<file path="src/rtl/aoc_types_pkg.sv">
// Shared command/response types and widths for the network-size tracking pipeline.
// Storage depth and size limit default from NUM_CONNS / NUM_POINTS macros.
`ifndef NUM_CONNS
`define NUM_CONNS 8
`endif
`ifndef NUM_POINTS
`define NUM_POINTS 20
`endif

package aoc_types_pkg;

  localparam int NTWRK_ID_W = $clog2(`NUM_CONNS);
  localparam int SIZE_W     = $clog2(`NUM_POINTS + 1);
  localparam int PROD_W     = 3 * SIZE_W;

  typedef enum logic [2:0] {
    NTWRK_NEW    = 3'd0,
    NTWRK_WR_A   = 3'd1,
    NTWRK_WR_B   = 3'd2,
    NTWRK_MERGE  = 3'd3,
    NTWRK_IGNORE = 3'd4,
    NTWRK_LOOKUP = 3'd5,
    NTWRK_UPDATE = 3'd6
  } ntwrk_cmd_id_t;

  typedef struct packed {
    logic [NTWRK_ID_W-1:0] ntwrkb;
    logic [NTWRK_ID_W-1:0] ntwrka;
    ntwrk_cmd_id_t         cmd;
  } ntwrk_size_cmd_t;

  typedef struct packed {
    logic              is_final;
    logic [PROD_W-1:0] data;
  } ntwrk_size_rsp_t;

  typedef enum logic [2:0] {
    TRK_IDLE,
    TRK_MRG,
    TRK_SCAN,
    TRK_MUL,
    TRK_RSP
  } trk_state_t;

  // Returns {saturated, value}; value is clamped to lim when the sum exceeds it.
  function automatic logic [SIZE_W:0] sat_add(input logic [SIZE_W-1:0] x,
                                              input logic [SIZE_W-1:0] y,
                                              input logic [SIZE_W-1:0] lim);
    logic [SIZE_W:0] s;
    s = {1'b0, x} + {1'b0, y};
    if (s > {1'b0, lim}) begin
      return {1'b1, lim};
    end
    return {1'b0, s[SIZE_W-1:0]};
  endfunction

endpackage

</file>
<file path="src/rtl/ntwrk_top3.sv">
// Running top-3 of a stream of sizes, kept sorted m0 >= m1 >= m2.
// One compare-and-shift insertion per cycle; clr zeroes all three (zero = empty slot).
module ntwrk_top3
  import aoc_types_pkg::*;
(
  input  logic              clk,
  input  logic              rst,
  input  logic              clr,
  input  logic              in_vld,
  input  logic [SIZE_W-1:0] in_size,
  output logic [SIZE_W-1:0] m0,
  output logic [SIZE_W-1:0] m1,
  output logic [SIZE_W-1:0] m2
);

  always_ff @(posedge clk) begin
    if (rst || clr) begin
      m0 <= '0;
      m1 <= '0;
      m2 <= '0;
    end else if (in_vld) begin
      // >= so that equal sizes each occupy their own slot
      if (in_size >= m0) begin
        m2 <= m1;
        m1 <= m0;
        m0 <= in_size;
      end else if (in_size >= m1) begin
        m2 <= m1;
        m1 <= in_size;
      end else if (in_size >= m2) begin
        m2 <= in_size;
      end
    end
  end

endmodule

</file>
<file path="src/rtl/ntwrk_size_tracker.sv">
// Per-network size/valid store answering LOOKUP (1 cycle) and UPDATE (NUM_CONNS+2 cycles, top-3 product).
// cmd_ready only in IDLE; responses held in RSP until rsp_ready, errored commands dropped with sticky err.
module ntwrk_size_tracker
  import aoc_types_pkg::*;
#(
  parameter int NUM_CONNS  = `NUM_CONNS,
  parameter int NUM_POINTS = `NUM_POINTS
) (
  input  logic                               clk,
  input  logic                               rst,
  input  logic                               cmd_valid,
  output logic                               cmd_ready,
  input  logic [$bits(ntwrk_size_cmd_t)-1:0] cmd,
  output logic                               rsp_valid,
  input  logic                               rsp_ready,
  output logic                               rsp_final,
  output logic [PROD_W-1:0]                  rsp_data,
  output logic                               err
);

  localparam logic [SIZE_W-1:0] MAX_SIZE = SIZE_W'(NUM_POINTS);

  trk_state_t        state_q, state_d;
  ntwrk_size_cmd_t   c;
  logic              cmd_fire;
  logic              cmd_err;

  logic [SIZE_W-1:0] size_q [NUM_CONNS];
  logic [NUM_CONNS-1:0] valid_q;

  logic              a_in, a_live, b_live;
  logic [SIZE_W-1:0] size_a, size_b, lookup_size;
  logic [SIZE_W:0]   inc_a, inc_b, sum_ab;

  logic [NTWRK_ID_W-1:0] mrg_a, mrg_b, scan_idx;
  logic [SIZE_W-1:0]     mrg_sum;
  logic                  mrg_ok;
  logic                  scan_last;

  logic                  top_clr, top_vld;
  logic [SIZE_W-1:0]     top_size, m0, m1, m2;
  logic [PROD_W-1:0]     f0, f1, f2, prod;

  ntwrk_size_rsp_t       rsp_q;
  logic                  err_q;

  assign c        = ntwrk_size_cmd_t'(cmd);
  assign cmd_fire = cmd_valid && cmd_ready;

  // Operand decode against the current store.
  assign a_in        = int'(c.ntwrka) < NUM_CONNS;
  assign a_live      = a_in && valid_q[c.ntwrka];
  assign b_live      = (int'(c.ntwrkb) < NUM_CONNS) && valid_q[c.ntwrkb];
  assign size_a      = size_q[c.ntwrka];
  assign size_b      = size_q[c.ntwrkb];
  assign inc_a       = sat_add(size_a, SIZE_W'(1), MAX_SIZE);
  assign inc_b       = sat_add(size_b, SIZE_W'(1), MAX_SIZE);
  assign sum_ab      = sat_add(size_a, size_b, MAX_SIZE);
  assign lookup_size = a_live ? size_a : '0;

  always_comb begin
    cmd_err = 1'b0;
    case (c.cmd)
      NTWRK_NEW:    cmd_err = !a_in || a_live;
      NTWRK_WR_A:   cmd_err = !a_live || inc_a[SIZE_W];
      NTWRK_WR_B:   cmd_err = !b_live || inc_b[SIZE_W];
      NTWRK_MERGE:  cmd_err = (c.ntwrka == c.ntwrkb) || !a_live || !b_live || sum_ab[SIZE_W];
      NTWRK_IGNORE,
      NTWRK_LOOKUP,
      NTWRK_UPDATE: cmd_err = 1'b0;
      default:      cmd_err = 1'b1;
    endcase
  end

  // FSM: state register
  always_ff @(posedge clk) begin
    if (rst) begin
      state_q <= TRK_IDLE;
    end else begin
      state_q <= state_d;
    end
  end

  // FSM: next state
  always_comb begin
    state_d = state_q;
    case (state_q)
      TRK_IDLE: begin
        if (cmd_fire) begin
          case (c.cmd)
            NTWRK_MERGE:  state_d = TRK_MRG;
            NTWRK_LOOKUP: state_d = TRK_RSP;
            NTWRK_UPDATE: state_d = TRK_SCAN;
            default:      state_d = TRK_IDLE;
          endcase
        end
      end
      TRK_MRG:  state_d = TRK_IDLE;
      TRK_SCAN: state_d = scan_last ? TRK_MUL : TRK_SCAN;
      TRK_MUL:  state_d = TRK_RSP;
      TRK_RSP:  state_d = rsp_ready ? TRK_IDLE : TRK_RSP;
      default:  state_d = TRK_IDLE;
    endcase
  end

  // FSM: outputs
  always_comb begin
    cmd_ready = 1'b0;
    rsp_valid = 1'b0;
    case (state_q)
      TRK_IDLE: cmd_ready = !rst;
      TRK_RSP:  rsp_valid = 1'b1;
      default:  ;
    endcase
  end

  // Size/valid store. MERGE is committed in MRG from operands latched at accept;
  // nothing else can be accepted in between, so the latched sum is still current.
  always_ff @(posedge clk) begin
    if (rst) begin
      for (int i = 0; i < NUM_CONNS; i++) begin
        size_q[i] <= '0;
      end
      valid_q <= '0;
    end else if (state_q == TRK_MRG) begin
      if (mrg_ok) begin
        size_q[mrg_a]  <= mrg_sum;
        size_q[mrg_b]  <= '0;
        valid_q[mrg_b] <= 1'b0;
      end
    end else if (cmd_fire && !cmd_err) begin
      case (c.cmd)
        NTWRK_NEW: begin
          size_q[c.ntwrka]  <= SIZE_W'(2);
          valid_q[c.ntwrka] <= 1'b1;
        end
        NTWRK_WR_A: size_q[c.ntwrka] <= inc_a[SIZE_W-1:0];
        NTWRK_WR_B: size_q[c.ntwrkb] <= inc_b[SIZE_W-1:0];
        default:    ;
      endcase
    end
  end

  assign scan_last = int'(scan_idx) == NUM_CONNS - 1;

  always_ff @(posedge clk) begin
    if (rst) begin
      err_q    <= 1'b0;
      mrg_a    <= '0;
      mrg_b    <= '0;
      mrg_sum  <= '0;
      mrg_ok   <= 1'b0;
      scan_idx <= '0;
      rsp_q    <= '0;
    end else begin
      if (cmd_fire && cmd_err) begin
        err_q <= 1'b1;
      end
      if (cmd_fire) begin
        mrg_a   <= c.ntwrka;
        mrg_b   <= c.ntwrkb;
        mrg_sum <= sum_ab[SIZE_W-1:0];
        mrg_ok  <= !cmd_err;
      end
      if (cmd_fire && c.cmd == NTWRK_LOOKUP) begin
        rsp_q <= '{is_final: 1'b0, data: PROD_W'(lookup_size)};
      end
      if (cmd_fire && c.cmd == NTWRK_UPDATE) begin
        scan_idx <= '0;
      end else if (state_q == TRK_SCAN) begin
        scan_idx <= scan_idx + 1'b1;
      end
      if (state_q == TRK_MUL) begin
        rsp_q <= '{is_final: 1'b1, data: prod};
      end
    end
  end

  assign top_clr  = cmd_fire && c.cmd == NTWRK_UPDATE;
  assign top_vld  = (state_q == TRK_SCAN) && valid_q[scan_idx];
  assign top_size = size_q[scan_idx];

  ntwrk_top3 u_top3 (
    .clk     (clk),
    .rst     (rst),
    .clr     (top_clr),
    .in_vld  (top_vld),
    .in_size (top_size),
    .m0      (m0),
    .m1      (m1),
    .m2      (m2)
  );

  // Empty slots multiply as 1 so fewer than three networks still give a product.
  assign f0   = (m0 == '0) ? PROD_W'(1) : PROD_W'(m0);
  assign f1   = (m1 == '0) ? PROD_W'(1) : PROD_W'(m1);
  assign f2   = (m2 == '0) ? PROD_W'(1) : PROD_W'(m2);
  assign prod = f0 * f1 * f2;

  assign rsp_final = rsp_q.is_final;
  assign rsp_data  = rsp_q.data;
  assign err       = err_q;

endmodule

</file>
<file path="config.mk">
export PLATFORM = sky130hd
export DESIGN_NAME = ntwrk_size_tracker
export DESIGN_NICKNAME = d
export VERILOG_FILES = /design/src/rtl/aoc_types_pkg.sv /design/src/rtl/ntwrk_top3.sv /design/src/rtl/ntwrk_size_tracker.sv
export SDC_FILE = /design/constraint.sdc
export NUM_CORES = 1
export LEC_CHECK = 0
export CAP_MARGIN = 20
export CORE_MARGIN = 8
export CORE_UTILIZATION = 28
export CTS_BUF_LIST = sky130_fd_sc_hd__clkbuf_16
export DETAILED_ROUTE_END_ITERATION = 12
export GPL_ROUTABILITY_DRIVEN = 0
export SLEW_MARGIN = 40
export SYNTH_ARGS = -nofsm -noshare
export SYNTH_HDL_FRONTEND = slang
export SYNTH_SLANG_ARGS = --single-unit
export TNS_END_PERCENT = 20
</file>
<file path="constraint.sdc">
create_clock -name clk -period 8.9 [get_ports clk]
set_clock_uncertainty 0.15 [all_clocks]
set_input_delay 1.78 -clock clk [delete_from_list [all_inputs] [get_ports clk]]
set_output_delay 1.78 -clock clk [all_outputs]
set_load 0.005 [all_outputs]
</file>
## Word level (Yosys, flattened, before mapping)

Memories as Yosys holds them, arrays and structs flattened. A register that Yosys moved wholly into a read port is not among the register bits.
Index checks and enable logic that the tools add are counted.

- Register bits after elaboration: 58
- Latch bits: 0
- RAM bits: 40
- Memory bits (read-only): 0
- Output and inout port bits: 19
- Memories kept: 1

Memory list:

| name | depth | bits a word | rd ports | clocked after Yosys merged registers in | wr ports | RTL line | source |
|---|---|---|---|---|---|---|---|
| size_q | 8 | 5 | 3 | 1 | 8 | ntwrk_size_tracker.sv:28 | `logic [SIZE_W-1:0] size_q [NUM_CONNS];` |

- $add $sub $neg: 4
- $mul: 2
- Div/mod/pow operators: 0
- Order comparisons: 12
- Equal/unequal tests: 14
- Shift operators: 0
- Multiplexer cells: 78
- Bitwise logic cells: 4
- Reductions and logical operators: 38

Operators by type and width:

| operator | count |
|---|---|
| two-way mux 5 bit | 14 |
| two-way mux 1 bit | 36 |
| two-way mux 6 bit | 6 |
| two-way mux 16 bit | 2 |
| two-way mux 8 bit | 4 |
| two-way mux 3 bit | 8 |
| OR reduction 5 bit | 4 |
| > comparator 6 x 5 -> 1 bit, second input constant | 3 |
| less-than comparator 3 x 4 -> 1 bit, second input constant | 4 |
| >= comparator 5 bit | 3 |
| logical NOT 5 bit | 3 |
| multiplier 10 x 5 -> 15 bit | 1 |
| adder 5 x 1 -> 6 bit, second input constant | 2 |
| == test 3 x 2 -> 1 bit, second input constant | 4 |
| == test 3 bit, second input constant | 4 |
| case mux 3 bit (4 select lines) | 1 |
| multiplier 5 x 5 -> 10 bit | 1 |
| binary-select mux 1 bit (select 3 bit) | 3 |
| == test 3 x 1 -> 1 bit, second input constant | 3 |
| case mux 3 bit (3 select lines) | 1 |
| bitwise AND 8 bit | 1 |
| logical AND 1 bit | 8 |
| inverter 8 bit | 1 |
| bitwise OR 8 bit | 1 |
| 17 further kinds | 34 |

## Longest topological paths before layout

Gate-level depths: netlist of the first run.

- Depth after elaboration: 17
- Mapped depth: 26

## By module

From an unflattened synthesis of the first run, not the netlist that was laid out.

- Cells, all modules: 1,051
- Area, all modules: 9,092.5 um^2

Modules (own cells, without submodules):

| module | instances | cells each | area an instance (um^2) | seq. area each (um^2) |
|---|---|---|---|---|
| ntwrk_size_tracker | 1 | 900 | 7,838.8 | 1,721.7 |
| ntwrk_top3 | 1 | 151 | 1,253.7 | 300.3 |

## Worst setup path before layout of the first run

Ideal clock, no wire load.

- Kind: reg-to-reg
- Start: register u_top3.m0[3]
- End: register rsp_q (netlist bit rsp_data[14])
- Arrival: 6,016 ps
- Slack: 2,609 ps
- Stages on the path, launching flop included: 23
- Path buffers: 0
- Period minus slack after synthesis: 6,291 ps
- Path through: dfxtp_1 -> nor4_1 -> o21ai_0 -> fa_1 -> fa_1 -> fa_1 -> inv_1 -> ha_1 -> a21oi_1 -> o21bai_1 -> a21oi_1 -> xnor2_1 -> and2_1 -> fa_1 -> fa_1 -> inv_1 -> fa_1 -> inv_1 -> ha_1 -> a21oi_1 -> o211a_1 -> nor3_1 -> nand3b_1

- Cells in the longest elaborated chain, start to end: 5

RTL lines:

| item | RTL line | source |
|---|---|---|
| from (decl) | ntwrk_top3.sv:11 | `output logic [SIZE_W-1:0] m0,` |
| from (signal assigned) | ntwrk_top3.sv:26 | `m0 <= in_size;` |
| logical NOT 5 bit | ntwrk_size_tracker.sv:195 | `assign f0 = (m0 == '0) ? PROD_W'(1) : PROD_W'(m0);` |
| two-way mux 5 bit * | ntwrk_size_tracker.sv:195 |  |
| multiplier 5 x 5 -> 10 bit * | ntwrk_size_tracker.sv:198 | `assign prod = f0 * f1 * f2;` |
| multiplier 10 x 5 -> 15 bit * | ntwrk_size_tracker.sv:198 |  |
| two-way mux 16 bit * | ntwrk_size_tracker.sv:173 | `if (state_q == TRK_MUL) begin` |
| to (signal assigned) | ntwrk_size_tracker.sv:166 | `rsp_q <= '{is_final: 1'b0, data: PROD_W'(lookup_size)};` |
| to (signal assigned) | ntwrk_size_tracker.sv:174 | `rsp_q <= '{is_final: 1'b1, data: prod};` |
| to (decl) | ntwrk_size_tracker.sv:44 | `ntwrk_size_rsp_t rsp_q;` |

Every way passes the cells marked *; elsewhere a longest branch is shown, timed or not.
A chain may end at the register's enable or synchronous reset.

==> metrics, run 1 <==
chip height=196.4 um; # DRC=0; largest net degree at the start of global routing=47; Final Max Tran Viols=0; kind of critical path=in2reg; Fmax=between 100 and 150 MHz; Final Core Density=0.3115; crit start category=input port; most frequent CP cell=mux2i_1; Syn-to-layout area delta=10.40%; Post-synth top flop=dfxtp_1; CP Max Fanout=16; WL/cell=between 15 and 20 um; Post-synth EDFFs=0; Cell Area, Synth=between 9000 and 10000 sq um; layout cell share with drive strength beyond 1=0.09715; Worst slew margin=0.4423; Cell Chain, Critical Path=clkdlybuf4s50_1 -> buf_4 -> mux2i_1 -> a211oi_1 -> o21a_1 -> ha_1 -> a21oi_1 -> o311ai_1 -> nor3_1 -> o31ai_1 -> a311oi_4 -> and3_1 -> a31oi_4 -> nor4_4 -> mux2i_1; Period minus WS final=around 7200 ps; CTS tree=built; clock network fraction of total power=0.415; post-DP HPWL=between 15 and 20 mm; Post-CTS Hold Buffers=0; antenna violations before repair=0; Num CTS Buffers=9; Starting Density=0.2821; P_sw=about 0.27 mW; combinational share of power=0.097; vias after detailed routing=around 7600; first-pass GRT wire length=between 40 and 50 mm; die footprint=38560 sq um; most frequent cell after synthesis=dfxtp_1; Port Buffers=31; critical path buffer and inverter count=2; Post-CTS Setup Bufs=0; Core ar.=32290 sq um; Synth area leaders=dfxtp_1, ha_1, fa_1; overall routing resource usage=0.1307; Yosys top cell by area=dfxtp_1; Mapped Nets=about 1100; family with the most delay on the worst path=compound AO/OA/AOI/OAI gates; synthesized instance count=between 1000 and 1500; Switching Fraction=0.2804; Async SR Flop Fraction=0; post-CTS resize count=0; H-Tree Depth=3; worst vdd ir=0.09501 mV; Total Wirelength=between 20 and 30 mm; Filler cells=around 3400; CTS clock-pin slew for the worst setup and hold paths=80 ps; Slew @ Worst Pin=about 830 ps; commonest cells in the netlist=dfxtp_1, inv_1, nand2_1; class of the worst hold path=reg2reg; Syn Area/Cell=slightly below 9 sq um; CP required=approximately 9000 ps; CP Capture Type=register; fin crit share=0.8050; max-cap violations=0; first drt pass iteration count=5; Worst path max stage delay=880 ps; final setup margin=1735 ps; vias in the first global route=~7400; Place WS=1484 ps; LEAKAGE=roughly 3.8 nW; GRT overflow=0; Yosys reg bits=~100; Seq pwr share=0.489; status=complete, no violations; Iter 0 DRT Violations=540; DIE WIDTH=196.4 um; Final Hold Viols=0; floorplan row count=66; nets=1128; RSZ-0062 raised after global routing=false; slowest library cell on the worst path=clkdlybuf4s50_1; Via density=5.196; storage element area=about 2000 sq um; CTS root buf=clkbuf_16; Clock Latency Late Sink=between 300 and 400 ps; Ports=32; # setup viols final=0; P_int=roughly 0.69 mW; total power density per cell area=roughly 95 nW/um^2; TritonCTS Sinks=roughly 100; sequential fraction of the synthesis area=0.2219; Yosys cell types=~80; ANT cells=0; Syn. warnings=0; setup TNS=0 ps; area of the multi-input gates=~6500 sq um; Longest Clk Path Bufs=2; post-synth top area share=0.2219; Final ANT Viol Nets=0; CP Data Arrival Time=roughly 7300 ps
## sequential cells by signal (all words and copies together), names as in the netlist, named ones only
name	cells
rsp_final	1
size_q	40
scan_idx	3
u_top3.m2	5
u_top3.m1	5
mrg_b	3
mrg_a	3
mrg_sum	5
state_q	3
mrg_ok	1
err	1
u_top3.m0	5
rsp_data	15
valid_q	8
## cell type report
| cell class | instances | area share |
|---|---|---|
| multi-input combinational | 781 | 0.6490 |
| inverter | 82 | 0.03060 |
| tap | 442 | 0.05499 |
| clock buffer | 9 | 0.02239 |
| timing repair buffer | 39 | 0.03620 |
| sequential | 101 | 0.2010 |
| clock inverter | 7 | 0.005723 |
## layout by cell type (no fill, tap or decap), drive strengths merged, types with 4 or more instances in the layout
master and count:
dfxtp 101, inv 86, nand2 75, nor2 71, ha 67, nand3 66
o21ai 65, mux2i 64, a21oi 48, fa 34, and2 34, mux4 33
clkdlybuf4s50 29, nor3 19, xnor2 18, nand2b 15, a211oi 14, mux2 13
nor4 12, nand3b 11, a21o 10, buf 10, nor2b 9, clkbuf 9
nand4 9, a31oi 8, o21bai 7, xor2 6, o31ai 6, a32oi 5
and3 5, nor3b 5, nand4b 4, o211ai 4, or3 4
## metal layers
metal | global-route usage | vias to the layer above | share of wire
li1 | - | 3643 | -
met1 | 0.1696 | 3708 | 0.45
met2 | 0.2135 | 202 | 0.47
met3 | 0.02490 | 38 | 0.054
met4 | 0.04829 | 0 | 0.026
met5 | 0 | - | 0
## through the flow
step | power [mW] | hold slack [ps] | area, sq um | instances
6_report | 0.9520 | 315.2 | 10060 | 1461
5_1_grt | 0.9892 | 340.8 | 10060 | 1461
4_1_cts | 0.9620 | 319.5 | 10040 | 1460
3_5_place_dp | 0.5664 | 311.4 | 9762 | 1444
3_3_place_gp | 0.5661 | 301.8 | 9756 | 1444
2_1_floorplan | 0.5424 | 276.1 | 9110 | 1019
## tightest hold or removal path, stage by stage (launching register included)
cell and delay (ps):
dfxtp_1 310, nand3_1 60, a21oi_1 50
## power by group through the flow
stage                     combinational (mW)  sequential (mW)  clock, mW
after CTS                             0.0913            0.465      0.406
final                                 0.0919            0.465      0.395
after detailed placement              0.0909            0.476          0
after global routing                  0.0995            0.466      0.424
after global placement                0.0905            0.476          0
after floorplan                       0.0720            0.470          0
## kinds of logic (layout without fill, tap and decap cells)
logic type	count (synthesis)	in the layout	share of synthesized area
XOR/XNOR	24	24	0.02307
AO/OA/AOI/OAI	201	201	0.1519
adder cells (fa/ha/maj)	101	101	0.1667
flip-flops	101	101	0.2219
AND/OR/NAND/NOR	345	345	0.1991
multiplexers	110	110	0.1737
buffers and inverters	137	137	0.06345
## path summary, 6_finish.rpt
| kind | startpoint | cells after the start | slack, ps | endpoint |
|---|---|---|---|---|
| setup / recovery | cmd[4] | 15 | 1740 | size_q[6][4] |
| hold reg to reg | rsp_data[7] | 2 | 320 | rsp_data[7] |
| hold / removal | rsp_data[7] | 2 | 320 | rsp_data[7] |
| setup reg to reg | u_top3.m0[3] | 23 | 2150 | rsp_data[14] |
Power figures use the tool's default switching activity.
==> run 2, diff against run 1 <==
==> constraint.sdc (replaced) <==
create_clock -name clk -period 6.87 [get_ports clk]
set_clock_uncertainty 0.15 [all_clocks]
set_input_delay 1.374 -clock clk [delete_from_list [all_inputs] [get_ports clk]]
set_output_delay 1.374 -clock clk [all_outputs]
set_load 0.005 [all_outputs]
==> run 2 against run 1 <==
Net effect:
- global-route usage rose by 0.20 points
- wire length rose by 2.0%
- worst hold slack improved by 1.6 ps
- first-iteration DRC count rose by 16%
- die area did not move
- non-clock buffer count rose by 21
- clock-buffer cell count did not move
- via count rose by 1.8%
- register-to-register slack got worse by 1900 ps
- clock power rose by 41%
- worst setup slack got worse by 1400 ps
- critical path type is now reg2reg
- highest routed layer unchanged
==> metrics, run 2 (synthesized netlist as in run 1, its figures left out) <==
GRT met1 Usage=0.1721 (was 0.1696); max FFs per register=40 (unchanged); storage element area=2022 sq um (unchanged); Via density=5.212 (was 5.196); global routing usage on met2=0.2213 (was 0.2135); Hold Crit Start=rsp_data[10] (was rsp_data[7]); Place WS=174.2 ps (was 1484 ps); P_int=0.9327 mW (was 0.6850 mW); CP Data Arrival Time=6680 ps (was 7310 ps); largest net degree at the start of global routing=57 (was 47); WL/cell=17.26 um (was 17.16 um); FF-to-FF Start=u_top3.m0[3] (unchanged); CP Max Fanout=5 (was 16); Clock Latency Late Sink=360 ps (was 370 ps); setup TNS=0 ps (unchanged); clock network fraction of total power=0.433 (was 0.415); Switching Fraction=0.2729 (was 0.2804); final setup margin=288.4 ps (was 1735 ps); Hold Path Stages=2 (unchanged); overall routing resource usage=0.1327 (was 0.1307); layout cell share with drive strength beyond 1=0.1173 (was 0.09715); Ports=32 (unchanged); crit start category=register (was input port); Final Hold Viols=0 (unchanged); status=complete, no violations (unchanged); Slew @ Worst Pin=871.9 ps (was 832.8 ps); largest register by flop count=size_q (unchanged); Seq pwr share=0.469 (was 0.489); GRT Max-Usage Layer=met2 (unchanged); reg2reg end=rsp_data[13] (was rsp_data[14]); total power=1.283 mW (was 0.9520 mW); nets=1149 (was 1128); Worst slew margin=0.4160 (was 0.4423); Num CTS Buffers=9 (unchanged); CP required=6960 ps (was 9040 ps); kind of critical path=reg2reg (was in2reg); TritonCTS Sinks=101 (unchanged); worst vdd ir=0.1233 mV (was 0.09501 mV); fin crit share=0.9580; class of the worst hold path=reg2reg (unchanged); Iter 0 DRT Violations=628 (was 540); met3 Use GR=0.02797 (was 0.02490); LEAKAGE=3.983 nW (was 3.845 nW); Post-Layout Cell Count=1482 (was 1461); area of the multi-input gates=6550 sq um (was 6528 sq um); combinational share of power=0.098 (was 0.097); CTS clock-pin slew for the worst setup and hold paths=80 ps (about the same); CP Capture Type=register (unchanged); first-pass GRT wire length=41.28 mm (was 40.48 mm); antenna violations before repair=0 (unchanged); worst reg2reg path depth=22 (was 23); CTS root buf=clkbuf_16 (unchanged); Syn-to-layout area delta=12.83% (was 10.40%); Fmax=~150 MHz; Post-CTS Hold Buffers=0 (unchanged); Final Max Tran Viols=0 (unchanged); H-Tree Depth=3 (unchanged); commonest cells after routing, fill and taps aside=dfxtp_1, inv_1, nand2_1, nor2_1, ha_1 (unchanged); RSZ-0062 raised after global routing=false (unchanged); internal reg-to-reg setup slack=290 ps (was 2150 ps); Starting Density=0.2821 (unchanged); Port Buffers=31 (unchanged); worst hold endpoint=rsp_data[10] (was rsp_data[7]); die footprint=38560 sq um (unchanged); # DRC=0 (unchanged); max-cap violations=0 (unchanged); CTS tree=built (unchanged); GRT overflow=0 (unchanged); DIE WIDTH=196.4 um (unchanged); # setup viols final=0 (unchanged); ANT cells=0 (unchanged); total power density per cell area=124.8 nW/um^2 (was 94.66 nW/um^2); DP Cell Count=1466 (was 1444); Core ar.=32290 sq um (unchanged); Final ANT Viol Nets=0 (unchanged); vias after detailed routing=7724 (was 7591); chip height=196.4 um (unchanged); Longest Clk Path Bufs=2 (unchanged); Total Wirelength=25.58 mm (was 25.07 mm); Period minus WS final=between 6000 and 7000 ps; post-DP HPWL=19.84 mm (was 19.61 mm); P_sw=0.3501 mW (was 0.2670 mW); first drt pass iteration count=5 (unchanged); commonest non-fill, non-tap cell in the layout=dfxtp_1 (unchanged); Filler cells=3353 (was 3401); floorplan row count=66 (unchanged); vias in the first global route=7280 (was 7351)
-- run 2: cell count changes in the layout (fill, tap and decap cells not counted), moves of 2 or more --
cell             change
a21oi_1              -2
buf_4               +22
buf_2                -2
xnor2_2              +2
a21oi_2              +2
xnor2_1              -2
clkdlybuf4s50_1      +2
-- run 2: worst max-delay path by stage --
stage                       from  slack (ps)           end  cells past startpoint
global placement    u_top3.m0[3]         320  rsp_data[14]                     23
finish              u_top3.m0[3]         290  rsp_data[13]                     22
CTS                 u_top3.m0[3]         160  rsp_data[12]                     23
global route        u_top3.m0[3]           5  rsp_data[13]                     22
detailed placement  u_top3.m0[3]         170  rsp_data[14]                     23
floorplan           u_top3.m0[3]         580  rsp_data[14]                     22
-- run 2: power by group through the flow --
stage | clock network [mW] | logic (mW) | registers [mW]
global route | 0.592 | 0.137 | 0.603
global placement | 0 | 0.125 | 0.615
finish | 0.555 | 0.126 | 0.602
floorplan | 0 | 0.0933 | 0.609
CTS | 0.568 | 0.126 | 0.601
detailed placement | 0 | 0.126 | 0.615
-- run 2: per-stage QoR --
step | utilization | hold WS, ps | area [sq um]
global route | 0.3183 | 336.4 | 10280
floorplan | - | 276.1 | 9110
CTS | 0.3171 | 321.1 | 10240
finish | 0.3183 | 316.8 | 10280
detailed placement | 0.3073 | 308.6 | 9921
global placement | 0.3070 | 302.7 | 9913
-- run 2: area by class of cell --
type / instances / share of cell area
Inverter: 82 / 0.02995
Tap cell: 442 / 0.05380
Sequential cell: 101 / 0.1967
Timing Repair Buffer: 60 / 0.05137
Clock inverter: 7 / 0.009008
Multi-Input combinational cell: 781 / 0.6372
Clock buffer: 9 / 0.02191
-- run 2: timing repair --
action,4_1_cts,5_1_grt
gates resized for setup,0,7
setup buffers,0,0
endpoints found under the setup margin,0,6
-- run 2: layer usage --
layer | up-vias | wire [um]
li1 | 3675 | -
met1 | 3757 | 11110
met2 | 252 | 12290
met3 | 40 | 1624
met4 | 0 | 550
met5 | - | 0
-- run 2: critical path, stage by stage (launching register included) --
cell and delay (ps):
dfxtp_1 330, nor4_2 320, o21ai_0 160, fa_1 520, fa_1 520, fa_1 560
inv_1 40, ha_1 340, a21oi_1 220, o21bai_1 100, a21oi_1 290, xnor2_2 180
and2_1 170, fa_1 440, fa_1 550, inv_1 60, fa_1 520, inv_1 40
ha_1 320, nand2_1 90, o211a_1 240, o2111ai_1 210, nand3b_1 100
